### src/rtl/draw_port_arbiter.sv
// Arbiter sharing the VGA pixel-write port and the map-memory address bus between
// the animation drawers; one requester owns both ports from grant until its job ends.
module draw_port_arbiter #(
    parameter int unsigned NUM_REQ = 5,
    parameter int unsigned ADDR_W  = 15,
    parameter bit          RR      = 1'b1,
    parameter int unsigned TIMEOUT = 32000
) (
    input  logic                      clock,
    input  logic                      reset,
    input  logic [NUM_REQ-1:0]        iReq,
    input  logic [NUM_REQ-1:0]        iDone,
    input  logic [NUM_REQ*8-1:0]      iX,
    input  logic [NUM_REQ*7-1:0]      iY,
    input  logic [NUM_REQ*9-1:0]      iColour,
    input  logic [NUM_REQ-1:0]        iPlot,
    input  logic [NUM_REQ*ADDR_W-1:0] iAddr,
    output logic [NUM_REQ-1:0]        oGrant,
    output logic [2:0]                oGrantId,
    output logic                      oBusy,
    output logic [7:0]                oX,
    output logic [6:0]                oY,
    output logic [8:0]                oColour,
    output logic                      oPlot,
    output logic [ADDR_W-1:0]         oAddress,
    output logic                      oTimeout
);

    typedef enum logic [1:0] {IDLE, GRANT, RELEASE} state_t;

    state_t      state;
    logic [15:0] holdCnt;
    logic [2:0]  last;

    logic [7:0]  reqPad;
    logic [2:0]  idx;
    logic [2:0]  winner;
    logic        found;

    logic              selReq;
    logic              selDone;
    logic              selPlot;
    logic [7:0]        selX;
    logic [6:0]        selY;
    logic [8:0]        selColour;
    logic [ADDR_W-1:0] selAddr;
    logic              timeoutHit;

    // Round-robin searches from the slot after the last winner; fixed priority from slot 0.
    always_comb begin
        reqPad = 8'(iReq);
        idx    = '0;
        winner = '0;
        found  = 1'b0;
        for (int unsigned i = 0; i < NUM_REQ; i++) begin
            if (RR) idx = 3'((32'(last) + 1 + i) % NUM_REQ);
            else    idx = 3'(i);
            if (!found && reqPad[idx]) begin
                found  = 1'b1;
                winner = idx;
            end
        end
    end

    always_comb begin
        selReq    = 1'b0;
        selDone   = 1'b0;
        selPlot   = 1'b0;
        selX      = '0;
        selY      = '0;
        selColour = '0;
        selAddr   = '0;
        for (int unsigned k = 0; k < NUM_REQ; k++) begin
            if (oGrantId == 3'(k)) begin
                selReq    = iReq[k];
                selDone   = iDone[k];
                selPlot   = iPlot[k];
                selX      = iX[8*k +: 8];
                selY      = iY[7*k +: 7];
                selColour = iColour[9*k +: 9];
                selAddr   = iAddr[ADDR_W*k +: ADDR_W];
            end
        end
    end

    assign oAddress   = oBusy ? selAddr : '0;
    assign timeoutHit = (TIMEOUT != 0) && (holdCnt == 16'(TIMEOUT - 1));

    always_ff @(posedge clock) begin
        if (reset) begin
            state    <= IDLE;
            holdCnt  <= '0;
            last     <= 3'(NUM_REQ - 1);
            oGrant   <= '0;
            oGrantId <= '0;
            oBusy    <= 1'b0;
            oX       <= '0;
            oY       <= '0;
            oColour  <= '0;
            oPlot    <= 1'b0;
            oTimeout <= 1'b0;
        end else begin
            oTimeout <= 1'b0;
            case (state)
                IDLE: begin
                    oPlot   <= 1'b0;
                    holdCnt <= '0;
                    if (found) begin
                        oGrant   <= NUM_REQ'(1) << winner;
                        oGrantId <= winner;
                        oBusy    <= 1'b1;
                        if (RR) last <= winner;
                        state    <= GRANT;
                    end
                end
                GRANT: begin
                    // The final pixel travels with iDone, so it is registered on the release edge too.
                    oX      <= selX;
                    oY      <= selY;
                    oColour <= selColour;
                    oPlot   <= selPlot;
                    if (holdCnt != '1) holdCnt <= holdCnt + 16'd1;
                    if (selDone || !selReq || timeoutHit) begin
                        oGrant   <= '0;
                        oGrantId <= '0;
                        oBusy    <= 1'b0;
                        oTimeout <= !(selDone || !selReq);
                        state    <= RELEASE;
                    end
                end
                RELEASE: begin
                    oPlot   <= 1'b0;
                    holdCnt <= '0;
                    state   <= IDLE;
                end
                default: state <= IDLE;
            endcase
        end
    end

endmodule

### config.mk
export PLATFORM = sky130hd
export DESIGN_NAME = draw_port_arbiter
export DESIGN_NICKNAME = d
export VERILOG_FILES = /design/src/rtl/draw_port_arbiter.sv
export SDC_FILE = /design/constraint.sdc
export NUM_CORES = 1
export LEC_CHECK = 0
export CORE_MARGIN = 5
export CORE_UTILIZATION = 40
export CTS_BUF_LIST = sky130_fd_sc_hd__clkbuf_16
export CTS_CLUSTER_SIZE = 10
export DETAILED_ROUTE_END_ITERATION = 8
export GPL_ROUTABILITY_DRIVEN = 0
export PLACE_DENSITY = 0.76
export SETUP_SLACK_MARGIN = 0.05
export SLEW_MARGIN = 20
export SYNTH_ARGS = -nofsm -noshare
export SYNTH_HDL_FRONTEND = slang
export SYNTH_SLANG_ARGS = --single-unit
### constraint.sdc
create_clock -name clock -period 14.4 [get_ports clock]
set_input_delay 4.32 -clock clock [delete_from_list [all_inputs] [get_ports clock]]
set_output_delay 4.32 -clock clock [all_outputs]
set_load 0.02 [all_outputs]
# Word level (Yosys, flattened, before mapping)
# Cells that the tools add are included.
# op_classes
shift	1
div_mod_pow	5
reduce_logical	22
addsub	6
n_eq_ne	11
n_lt_le_gt_ge	5
n_bitwise	2
mux	71
# op_table
operator	n
32-bit by 3-bit modulo with 32-bit output, second input constant	5
15-bit two-way mux	6
32-bit by 2-bit adder with 32-bit output, second input constant	2
9-bit two-way mux	5
8-bit two-way mux	5
7-bit two-way mux	5
32-bit by 1-bit adder with 32-bit output, second input constant	1
16-bit one-hot mux with 2 select lines	1
1-bit two-way mux	27
3-bit two-way mux	7
3-bit by 4-bit less-than comparator with 1-bit output, second input constant	5
16-bit by 1-bit adder with 16-bit output, second input constant	1
16-bit by 15-bit equality test with 1-bit output, second input constant	1
16-bit two-way mux	1
16-bit inequality test, second input constant	1
1-bit binary-select mux with 3-bit select	5
5-bit two-way mux	2
5-bit one-hot mux with 2 select lines	1
3-bit by 2-bit equality test with 1-bit output, second input constant	2
1-bit zero test	6
2-bit inequality test, second input constant	3
3-bit one-hot mux with 2 select lines	1
2-bit AND reduction	3
4-bit by 3-bit adder with 5-bit output, second input constant	1
18 further kinds	26
# word_totals
register_bits	56
out_inout_bits	50

# Depth between registers and ports, before layout
# Gate-level depths: netlist of the first run.
# depth
word_depth	20
ltp_mapped	29
depth_no_buf	24

# Least setup slack after synthesis of the first run
# OpenSTA, ideal clock, no wires.
# synth_path
path_type	input port to output port
from	input port iAddr[58]
to	output port oAddress[13]
arrival_ns	5.065
path_slack_ns	5.015
cell_stages	3
path_cell_list	mux4_2 a22oi_1 nor2b_1
# synth_via
elab_chain_len	3
# synth_lines
element	line	text
from (decl)	17	input logic [NUM_REQ*ADDR_W-1:0] iAddr,
15-bit two-way mux (2 in a row)	74	if (oGrantId == 3'(k)) begin
15-bit two-way mux	86	assign oAddress = oBusy ? selAddr : '0;
to (decl)	25	output logic [ADDR_W-1:0] oAddress,
# Every way passes these cells.

# Worst setup path in the final report of the first run
# Same ends and word-level chain as after synthesis.

==> out/results.ini, run 1 <==
[status]
status = completed

[power_and_ir_drop]
p_int_uw = 912
p_comb_frac = 0.798
irDropWorstVdd_mv = 0.0961
switchingPower_uw = 930
power_frac_seq = 0.133
leakagePower_uw = 0.00349
clkPwrFrac = 0.069
p_sw_frac = 0.505
pwr_density_cell_nw_per_um2 = 196

[yosys]
synth_seq_area_share = 0.172
ys_ff_latch = 56
synth_top_family_by_area = compound AO/OA/AOI/OAI gates
synth_edf_count = 0
synth_nets = 1097
synth_flop_cell = dfxtp_1
synth-xor-area-share = 0.0319
synth-simple-area-share = 0.235
synth_top_area_frac = 0.172
synth_compound_area_frac = 0.288
synth.area.top_cells = dfxtp_1 (17%), ha_1 (7.3%), mux4_2 (6.2%)
synthCells = 847
synth_top_cell_by_area = dfxtp_1
postSynth.asyncResetShare = 0
ys.warnings.count = 0
synth_cell_types = 91
syn_area_sq_um = 6520
synth_fa_ha_area_frac = 0.0746
synth_mux_area_frac = 0.136
syn_avg_cell_area_sq_um = 7.70

[clocking]
cts_buffers = 5
cts_hold_buffers = 0
clkTransAtPathRegs_ns = 0.08
cts_buffer_depth = 2
cts_root_buf = clkbuf_16
ctsHtreeMaxLevel = 2
clock_latency_ns = 0.30
cts_setup_buffers = 0
post_cts_resized = 0
cts_tree = yes
numClockSinks = 56

[floorplan]
die_x_um = 138
core_sq_um = 15900
die_h_um = 138
design.die.area_sq_um = 19000
start_util = 0.409
ios = 262
row_count = 46

[worst_setup_path]
cp.required_ns = 10.08
crit_family = buffers and inverters
worst_path_max_delay_cell = clkdlybuf4s50_1
path_buf_inv = 2
startpoint_type = primary input
crit_chain = clkdlybuf4s50_1, mux4_2, a22oi_1, nor2b_1, clkdlybuf4s50_1
worst-setup-path-type = in2out
crit_path_max_fanout = 1
worstPathArrival_ns = 6.29
reg2reg_slack_ns = 7.70
end_kind = primary output
path_common_cell = clkdlybuf4s50_1
slowest_delay_ns = 0.57

[grt]
overflow = 0
grt_pass1_wl_um = 37300
grt_pass1_vias = 6990
groute.usage.overall = 0.251
antenna_found_initial = 3
grt_max_degree = 50

[routing]
vias = 7376
vias_per_cell = 5.75
wl_per_cell_um = 19.6
initialDrtViolationCount = 559
ant_nets = 0
first_pass_iters = 7
drc = 0
drt_wl_total_um = 25100

[placement]
dp_hpwl_um = 19900
portBuffers = 261
pre_cts_ws_ns = 3.75

[final_layout]
drive_gt1_frac = 0.0704
fillers = 1489
final_common_cell = clkdlybuf4s50_1
area_growth_pct = 44.0
fin_nets = 1314
final_cell_mix = clkdlybuf4s50_1 (260), a21oi_1 (76), nand2_1 (70)

[flow_run]
maxCapViolCount = 0

[timing]
layout_setup_ws_ns = 3.79
slew_headroom = 0.323
rsz0062_at_grt = no
drv_slew = 0
tightest_slew_ns = 1.01
skew_ns = 0.0103
period_share = 0.737
min_period_ns = 10.61
clock.fmax_mhz = 94.3
setup_violations = 0
finalHoldViolations = 0
tns_ns = 0

[min_path]
min_path_type = reg2reg

## power groups by stage
stage	logic [uW]	clock network [uW]	registers, uW
finish	1470	127	246
global route	1610	134	252
CTS	1460	128	246
detailed placement	1460	0	248
global placement	1430	0	248
floorplan	1040	0	264
## state kept, by name, indices dropped and copies added, names as in the netlist
register and cells:
last 3, oGrant 5, oX 8, oPlot 1
oGrantId 3, oColour 9, holdCnt 16, oBusy 1
state 2, oY 7, oTimeout 1
## cells in the mapped netlist (4+ instances only)
master    number
a211oi_1       7
a21o_1         6
a21oi_1       76
a221o_1       18
a221oi_1       7
a22oi_1       22
a311oi_1       4
a31oi_1        4
and2_1         4
and3_1         8
buf_1          7
buf_2          9
buf_4          4
clkbuf_1      42
dfxtp_1       56
ha_1          38
inv_1         28
mux2_2         5
mux2i_1       40
mux4_2        18
nand2_1       70
nand2b_1      15
nand3_1       12
nand3b_1       4
nand4_1       11
nor2_1        68
nor2b_1       34
nor3_1        39
nor3b_1        7
nor4_1         5
o211ai_1       9
o21a_1        11
o21ai_0       47
o22ai_1        4
xnor2_1       13
xor2_1         7
## per-stage QoR
step                      instances  cell area [sq um]  utilization  power [uW]  hold slack (ns)
after floorplan                 847               6520            -        1310            0.463
after detailed placement       1273               9230        0.579        1700            0.448
after global placement         1272               9210        0.578        1680            0.446
after CTS                      1281               9380        0.588        1840            0.464
final                          1283               9390        0.589        1840            0.463
after global routing           1282               9380        0.589        1990            0.496
## layer usage
layer  vias to the layer above  part of all wire  track usage
met2                       300              0.50        0.433
met3                        34             0.084       0.0504
met1                      3436              0.39        0.321
met4                         4             0.022       0.0632
met5                         -           0.00084            0
li1                       3602                 -            -
## area by class of cell
| cell class | count | area [sq um] | area share |
|---|---|---|---|
| Sequential cell | 56 | 1120 | 0.120 |
| Clock buffer | 5 | 125 | 0.0133 |
| Timing Repair Buffer | 274 | 2710 | 0.289 |
| Tap cell | 216 | 270 | 0.0288 |
| Antenna cell | 2 | 5.00 | 0.000533 |
| Multi-Input combinational cell | 694 | 5000 | 0.533 |
| Clock inverter | 3 | 27.5 | 0.00293 |
| Inverter | 33 | 124 | 0.0132 |
## kinds of logic (layout without fill, tap and decap cells)
kind of cell,after synthesis,after routing
and+or+nand+nor,301,301
AOI/OAI and AO/OA,267,267
buffers and inverters,97,315
muxes,65,65
DFF,56,56
adders and majority gates,39,39
xor gates and xnor gates,22,22
other,0,2
## path summary, 6_finish.rpt
check                      end      start  cells past startpoint
setup / recovery  oAddress[13]  iAddr[58]                      5
hold / removal       oGrant[2]  oGrant[2]                      2
setup reg to reg   oGrantId[1]    last[0]                     25
hold reg to reg      oGrant[2]  oGrant[2]                      2
## worst min-delay path, stage by stage (launching register included)
cell and delay [ns]:
dfxtp_1 0.32, nand2_1 0.05, a21oi_1 0.05
Power figures use the tool's default switching activity.
==> run 2, diff against run 1 <==
==> constraint.sdc (replaced) <==
create_clock -name clock -period 10.6 [get_ports clock]
set_input_delay 3.18 -clock clock [delete_from_list [all_inputs] [get_ports clock]]
set_output_delay 3.18 -clock clock [all_outputs]
set_load 0.02 [all_outputs]
==> run 2 against run 1 <==
  * Routed wire length rose by 1.2%
  * Sequential share of layout area is essentially flat
  * Setup slack got worse by 1.5 ns
  * Clock power is 35% higher
  * Final area fell by 0.20%
  * Core utilization decreased by 0.12 points
  * Count of clock-buffer cells in the layout did not move
  * Via count rose by 0.68%
  * Die area unchanged
  * Clock skew rose by 0.0019 ns
  * Critical path depth unchanged
  * Highest routed layer unchanged
==> out/results.ini, run 2 (synthesized netlist as in run 1, its figures left out) <==
[clocking]
post_cts_resized = 0  ; unchanged
clkTransAtPathRegs_ns = 0.08  ; about the same
cts_root_buf = clkbuf_16
cts_buffers = 5  ; unchanged
cts_buffer_depth = 2  ; unchanged
ctsHtreeMaxLevel = 2  ; unchanged
cts_tree = yes
cts_setup_buffers = 0  ; unchanged
clock_latency_ns = 0.30  ; about the same
numClockSinks = 56  ; unchanged
cts_hold_buffers = 0  ; unchanged

[timing]
tightest_slew_ns = 1.06  ; +0.0418 ns
period_share = 0.783
rsz0062_at_grt = no
layout_setup_ws_ns = 2.30  ; -1.49 ns
finalHoldViolations = 0  ; unchanged
drv_slew = 0  ; unchanged
clock.fmax_mhz = 120
setup_violations = 0  ; unchanged
tns_ns = 0  ; unchanged
min_period_ns = 8.30
slew_headroom = 0.295  ; -0.0279
skew_ns = 0.0122  ; +0.00187 ns

[worst_setup_path]
slowest_delay_ns = 0.56  ; about the same
worstPathArrival_ns = 5.12  ; -1.17 ns
crit_path_max_fanout = 1  ; unchanged
end_kind = primary output
path_buf_inv = 2  ; unchanged
cp.required_ns = 7.42  ; -2.66 ns
crit_family = buffers and inverters
worst_path_max_delay_cell = clkdlybuf4s50_1
path_common_cell = clkdlybuf4s50_1
crit_chain = clkdlybuf4s50_1, mux4_2, a22oi_1, nor2b_1, clkdlybuf4s50_1
startpoint_type = primary input
worst-setup-path-type = in2out

[power_and_ir_drop]
switchingPower_uw = 1280  ; +37%
irDropWorstVdd_mv = 0.142  ; +47%
p_sw_frac = 0.508  ; +0.00297
p_int_uw = 1240  ; +35%
power_frac_seq = 0.134  ; about the same
leakagePower_uw = 0.00348  ; -0.33%
clkPwrFrac = 0.068  ; about the same
pwr_density_cell_nw_per_um2 = 268  ; +37%
p_comb_frac = 0.798  ; about the same

[routing]
ant_nets = 0  ; unchanged
first_pass_iters = 5  ; -2
initialDrtViolationCount = 551  ; -1.4%
drc = 0  ; unchanged
vias_per_cell = 5.80  ; +0.91%
wl_per_cell_um = 19.8  ; +1.4%
drt_wl_total_um = 25400  ; +1.2%
vias = 7426  ; +0.68%

[final_layout]
drive_gt1_frac = 0.0705  ; about the same
fillers = 1460  ; -1.9%
top_register = holdCnt
reg.largest.list = holdCnt x16, oColour x9, oX x8
area_growth_pct = 43.7
antenna_cells = 0  ; -2
final_cell_count_no_fill = 1280  ; -0.23%
multi_input_area_sq_um = 5000  ; about the same
largest_reg_flops = 16  ; unchanged
final_cell_mix = clkdlybuf4s50_1 (260), a21oi_1 (76), nand2_1 (70)
fin_nets = 1313  ; -0.076%
final_common_cell = clkdlybuf4s50_1
regArea_sq_um = 1120  ; unchanged

[floorplan]
ios = 262  ; unchanged
design.die.area_sq_um = 19000  ; unchanged
die_h_um = 138  ; unchanged
start_util = 0.409  ; unchanged
die_x_um = 138  ; unchanged
row_count = 46  ; unchanged
core_sq_um = 15900  ; unchanged

[grt]
overflow = 0  ; unchanged
grt_max_degree = 50  ; unchanged
grt_pass1_wl_um = 37900  ; +1.5%
grt_pass1_vias = 7058  ; +0.97%
groute.usage.overall = 0.254  ; +0.00220
antenna_found_initial = 3  ; unchanged

[min_path]
min_path_type = reg2reg

[status]
status = completed

[placement]
pre_cts_ws_ns = 2.24  ; -1.51 ns
dp_hpwl_um = 20000  ; +0.70%
portBuffers = 261  ; unchanged
dp.cells = 1272  ; -0.079%

[flow_run]
maxCapViolCount = 0  ; unchanged

==> run 2: cell types whose count changed in the layout (fill, tap and decap cells not counted), sizes merged <==
| cell | delta |
|---|---|
| diode | -2 |
| clkinv | -1 |
| clkinvlp | +1 |
| buf | -1 |
==> run 2: worst register-to-register path, cell delays in order (launching register included) <==
cell       delay [ns]
dfxtp_1          0.31
buf_4            0.44
ha_1             0.57
xor2_2           0.18
ha_1             0.75
nand2_1          0.12
o32ai_1          0.39
or2_2            0.22
inv_1            0.09
ha_1             0.18
inv_1            0.05
o2111ai_1        0.11
nand2_1          0.18
nand3_1          0.24
xnor2_1          0.31
inv_1            0.07
ha_1             0.32
mux4_2           0.31
o211a_1          0.16
a211oi_1         0.23
o21a_1           0.23
nor2b_1          0.23
a41o_2           0.30
and2_1           0.33
nand2_1          0.11
a21oi_1          0.16
==> run 2: worst paths after layout <==
path,startpoint,endpoint,slack [ns],depth (start not counted)
max,iAddr[58],oAddress[13],2.30,5
min,oGrant[0],oGrant[0],0.46,2
max reg2reg,last[0],oGrantId[1],3.93,25
min reg2reg,oGrant[0],oGrant[0],0.46,2
==> run 2: through the flow <==
| stage | hold WS, ns | util | instance area (sq um) | power [uW] |
|---|---|---|---|---|
| 2_1_floorplan | 0.463 | - | 6520 | 1770 |
| 3_3_place_gp | 0.446 | 0.578 | 9210 | 2280 |
| 3_5_place_dp | 0.445 | 0.578 | 9220 | 2320 |
| 4_1_cts | 0.456 | 0.588 | 9370 | 2490 |
| 5_1_grt | 0.477 | 0.588 | 9370 | 2720 |
| 6_report | 0.457 | 0.588 | 9370 | 2510 |
==> run 2: cell type report <==
cell class	instances	area share
multi-input combinational	694	0.534
timing repair buffer	273	0.288
sequential	56	0.120
tap	216	0.0288
clock buffer	5	0.0134
inverter	33	0.0132
clock inverter	3	0.00280
==> run 2: power by group through the flow <==
stage	registers [uW]	logic, uW	clock network, uW
2_1_floorplan	358	1420	0
3_3_place_gp	336	1950	0
3_5_place_dp	338	1980	0
4_1_cts	335	1990	171
5_1_grt	344	2190	180
6_report	336	2000	171
==> run 2: per-layer routing <==
layer	global-route usage	vias to the layer above	wire length (um)
li1	-	3595	-
met3	0.0526	35	1810
met2	0.437	259	12700
met5	0	-	30
met1	0.327	3531	10400
met4	0.0527	6	486
==> run 3, diff against run 2 <==
==> constraint.sdc (replaced) <==
create_clock -name clock -period 8.2 [get_ports clock]
set_input_delay 2.46 -clock clock [delete_from_list [all_inputs] [get_ports clock]]
set_output_delay 2.46 -clock clock [all_outputs]
set_load 0.02 [all_outputs]
==> run 3 against run 2 <==
  * Via count decreased by 0.57%
  * Count of clock-buffer cells in the layout unchanged
  * Register-to-register slack got worse by 2.1 ns
  * Largest power group unchanged
  * Highest routed layer unchanged
==> out/results.ini, run 3 (synthesized netlist as in run 1, its figures left out) <==
[final_layout]
largest_reg_flops = 16  ; unchanged
top_register = holdCnt
antenna_cells = 0  ; unchanged
fin_nets = 1314  ; +0.076%
regArea_sq_um = 1120  ; unchanged
reg.largest.list = holdCnt x16, oColour x9, oX x8
area_growth_pct = 43.7  ; about the same
fillers = 1488  ; +1.9%
drive_gt1_frac = 0.0714  ; +0.000873
final_area_sq_um = 9370  ; about the same
final_cell_count_no_fill = 1281  ; +0.078%
final_cell_mix = clkdlybuf4s50_1 (260), a21oi_1 (76), nand2_1 (70)
final_common_cell = clkdlybuf4s50_1
multi_input_area_sq_um = 5000  ; unchanged

[worst_setup_path]
crit_path_max_fanout = 1  ; unchanged
cp.required_ns = 5.74  ; -1.68 ns
worst-setup-path-type = in2out
worstPathArrival_ns = 4.39  ; -0.73 ns
startpoint_type = primary input
end_kind = primary output

[timing]
tns_ns = 0  ; unchanged
min_period_ns = 6.85
slew_headroom = 0.267  ; -0.0281
period_share = 0.836
rsz0062_at_grt = no
setup_violations = 0  ; unchanged
clock.fmax_mhz = 146
finalHoldViolations = 0  ; unchanged
skew_ns = 0.00934  ; -0.00285 ns
drv_slew = 0  ; unchanged
tightest_slew_ns = 1.10  ; +0.0421 ns

[routing]
wl_per_cell_um = 19.6  ; -1.2%
drt_wl_total_um = 25100  ; -1.1%
initialDrtViolationCount = 609  ; +11%
vias_per_cell = 5.76  ; -0.64%
drc = 0  ; unchanged
first_pass_iters = 5  ; unchanged
vias = 7384  ; -0.57%
ant_nets = 0  ; unchanged

[floorplan]
row_count = 46  ; unchanged
design.die.area_sq_um = 19000  ; unchanged
ios = 262  ; unchanged
die_x_um = 138  ; unchanged
core_sq_um = 15900  ; unchanged
die_h_um = 138  ; unchanged
start_util = 0.409  ; unchanged

[grt]
antenna_found_initial = 5  ; +2
grt_pass1_vias = 6938  ; -1.7%
grt_pass1_wl_um = 37300  ; -1.3%
groute.usage.overall = 0.251  ; -0.00285
overflow = 0  ; unchanged
grt_max_degree = 50  ; unchanged

[clocking]
cts_buffers = 5  ; unchanged
cts_buffer_depth = 2  ; unchanged
clkTransAtPathRegs_ns = 0.08  ; about the same
ctsHtreeMaxLevel = 2  ; unchanged
cts_root_buf = clkbuf_16
cts_hold_buffers = 0  ; unchanged
post_cts_resized = 0  ; unchanged
cts_tree = yes
numClockSinks = 56  ; unchanged
clock_latency_ns = 0.30  ; about the same
cts_setup_buffers = 0  ; unchanged

[flow_run]
maxCapViolCount = 0  ; unchanged

[status]
status = completed

[power_and_ir_drop]
leakagePower_uw = 0.00349  ; +0.22%
pwr_density_cell_nw_per_um2 = 346  ; +29%
irDropWorstVdd_mv = 0.170  ; +20%

[placement]
dpl_cell_area_sq_um = 9220  ; about the same
portBuffers = 261  ; unchanged
dp_hpwl_um = 19700  ; -1.4%
dp.cells = 1273  ; +0.079%

[min_path]
min_path_type = reg2reg

==> run 3: changes by cell type in the layout (fill, tap and decap cells not counted) <==
cell / change
inv_6: +1
inv_8: -1
clkinv_2: +1
buf_4: +1
clkinvlp_4: -1
==> run 3: final cells by class <==
cell class / instances / area share
multi-input combinational: 694 / 0.534
timing repair buffer: 274 / 0.289
sequential: 56 / 0.120
tap: 216 / 0.0288
clock buffer: 5 / 0.0134
inverter: 33 / 0.0132
clock inverter: 3 / 0.00227
==> run 3: final timing paths <==
path,startpoint,endpoint,slack [ns],cells past startpoint
max,iAddr[28],oAddress[13],1.35,5
min,oGrant[2],oGrant[2],0.45,2
max reg2reg,last[1],oGrantId[1],1.85,21
min reg2reg,oGrant[2],oGrant[2],0.45,2
==> run 3: report_power, final <==
group	internal, uW	total (uW)	switching, uW
clock	114	217	103
combinational	1140	2600	1470
sequential	346	417	71.0
==> run 3: layer usage <==
metal	routed length [um]	vias up	track usage
met5	54	-	0
met3	2100	48	0.0588
met1	10000	3455	0.323
li1	-	3596	-
met2	12300	275	0.421
met4	612	10	0.0643
==> run 3: per-stage QoR <==
stage	power, uW	utilization	hold slack, ns	setup WS (ns)
2_1_floorplan	2290	-	0.463	1.77
6_report	3240	0.588	0.455	1.35
3_5_place_dp	3000	0.578	0.442	1.32
3_3_place_gp	2950	0.578	0.441	1.32
5_1_grt	3510	0.588	0.481	1.33
4_1_cts	3220	0.588	0.454	1.32
==> run 3: critical path: stages <==
cell	delay [ns]
clkdlybuf4s50_1	0.41
mux4_2	0.48
a22oi_1	0.38
nor2b_1	0.10
clkdlybuf4s50_1	0.56
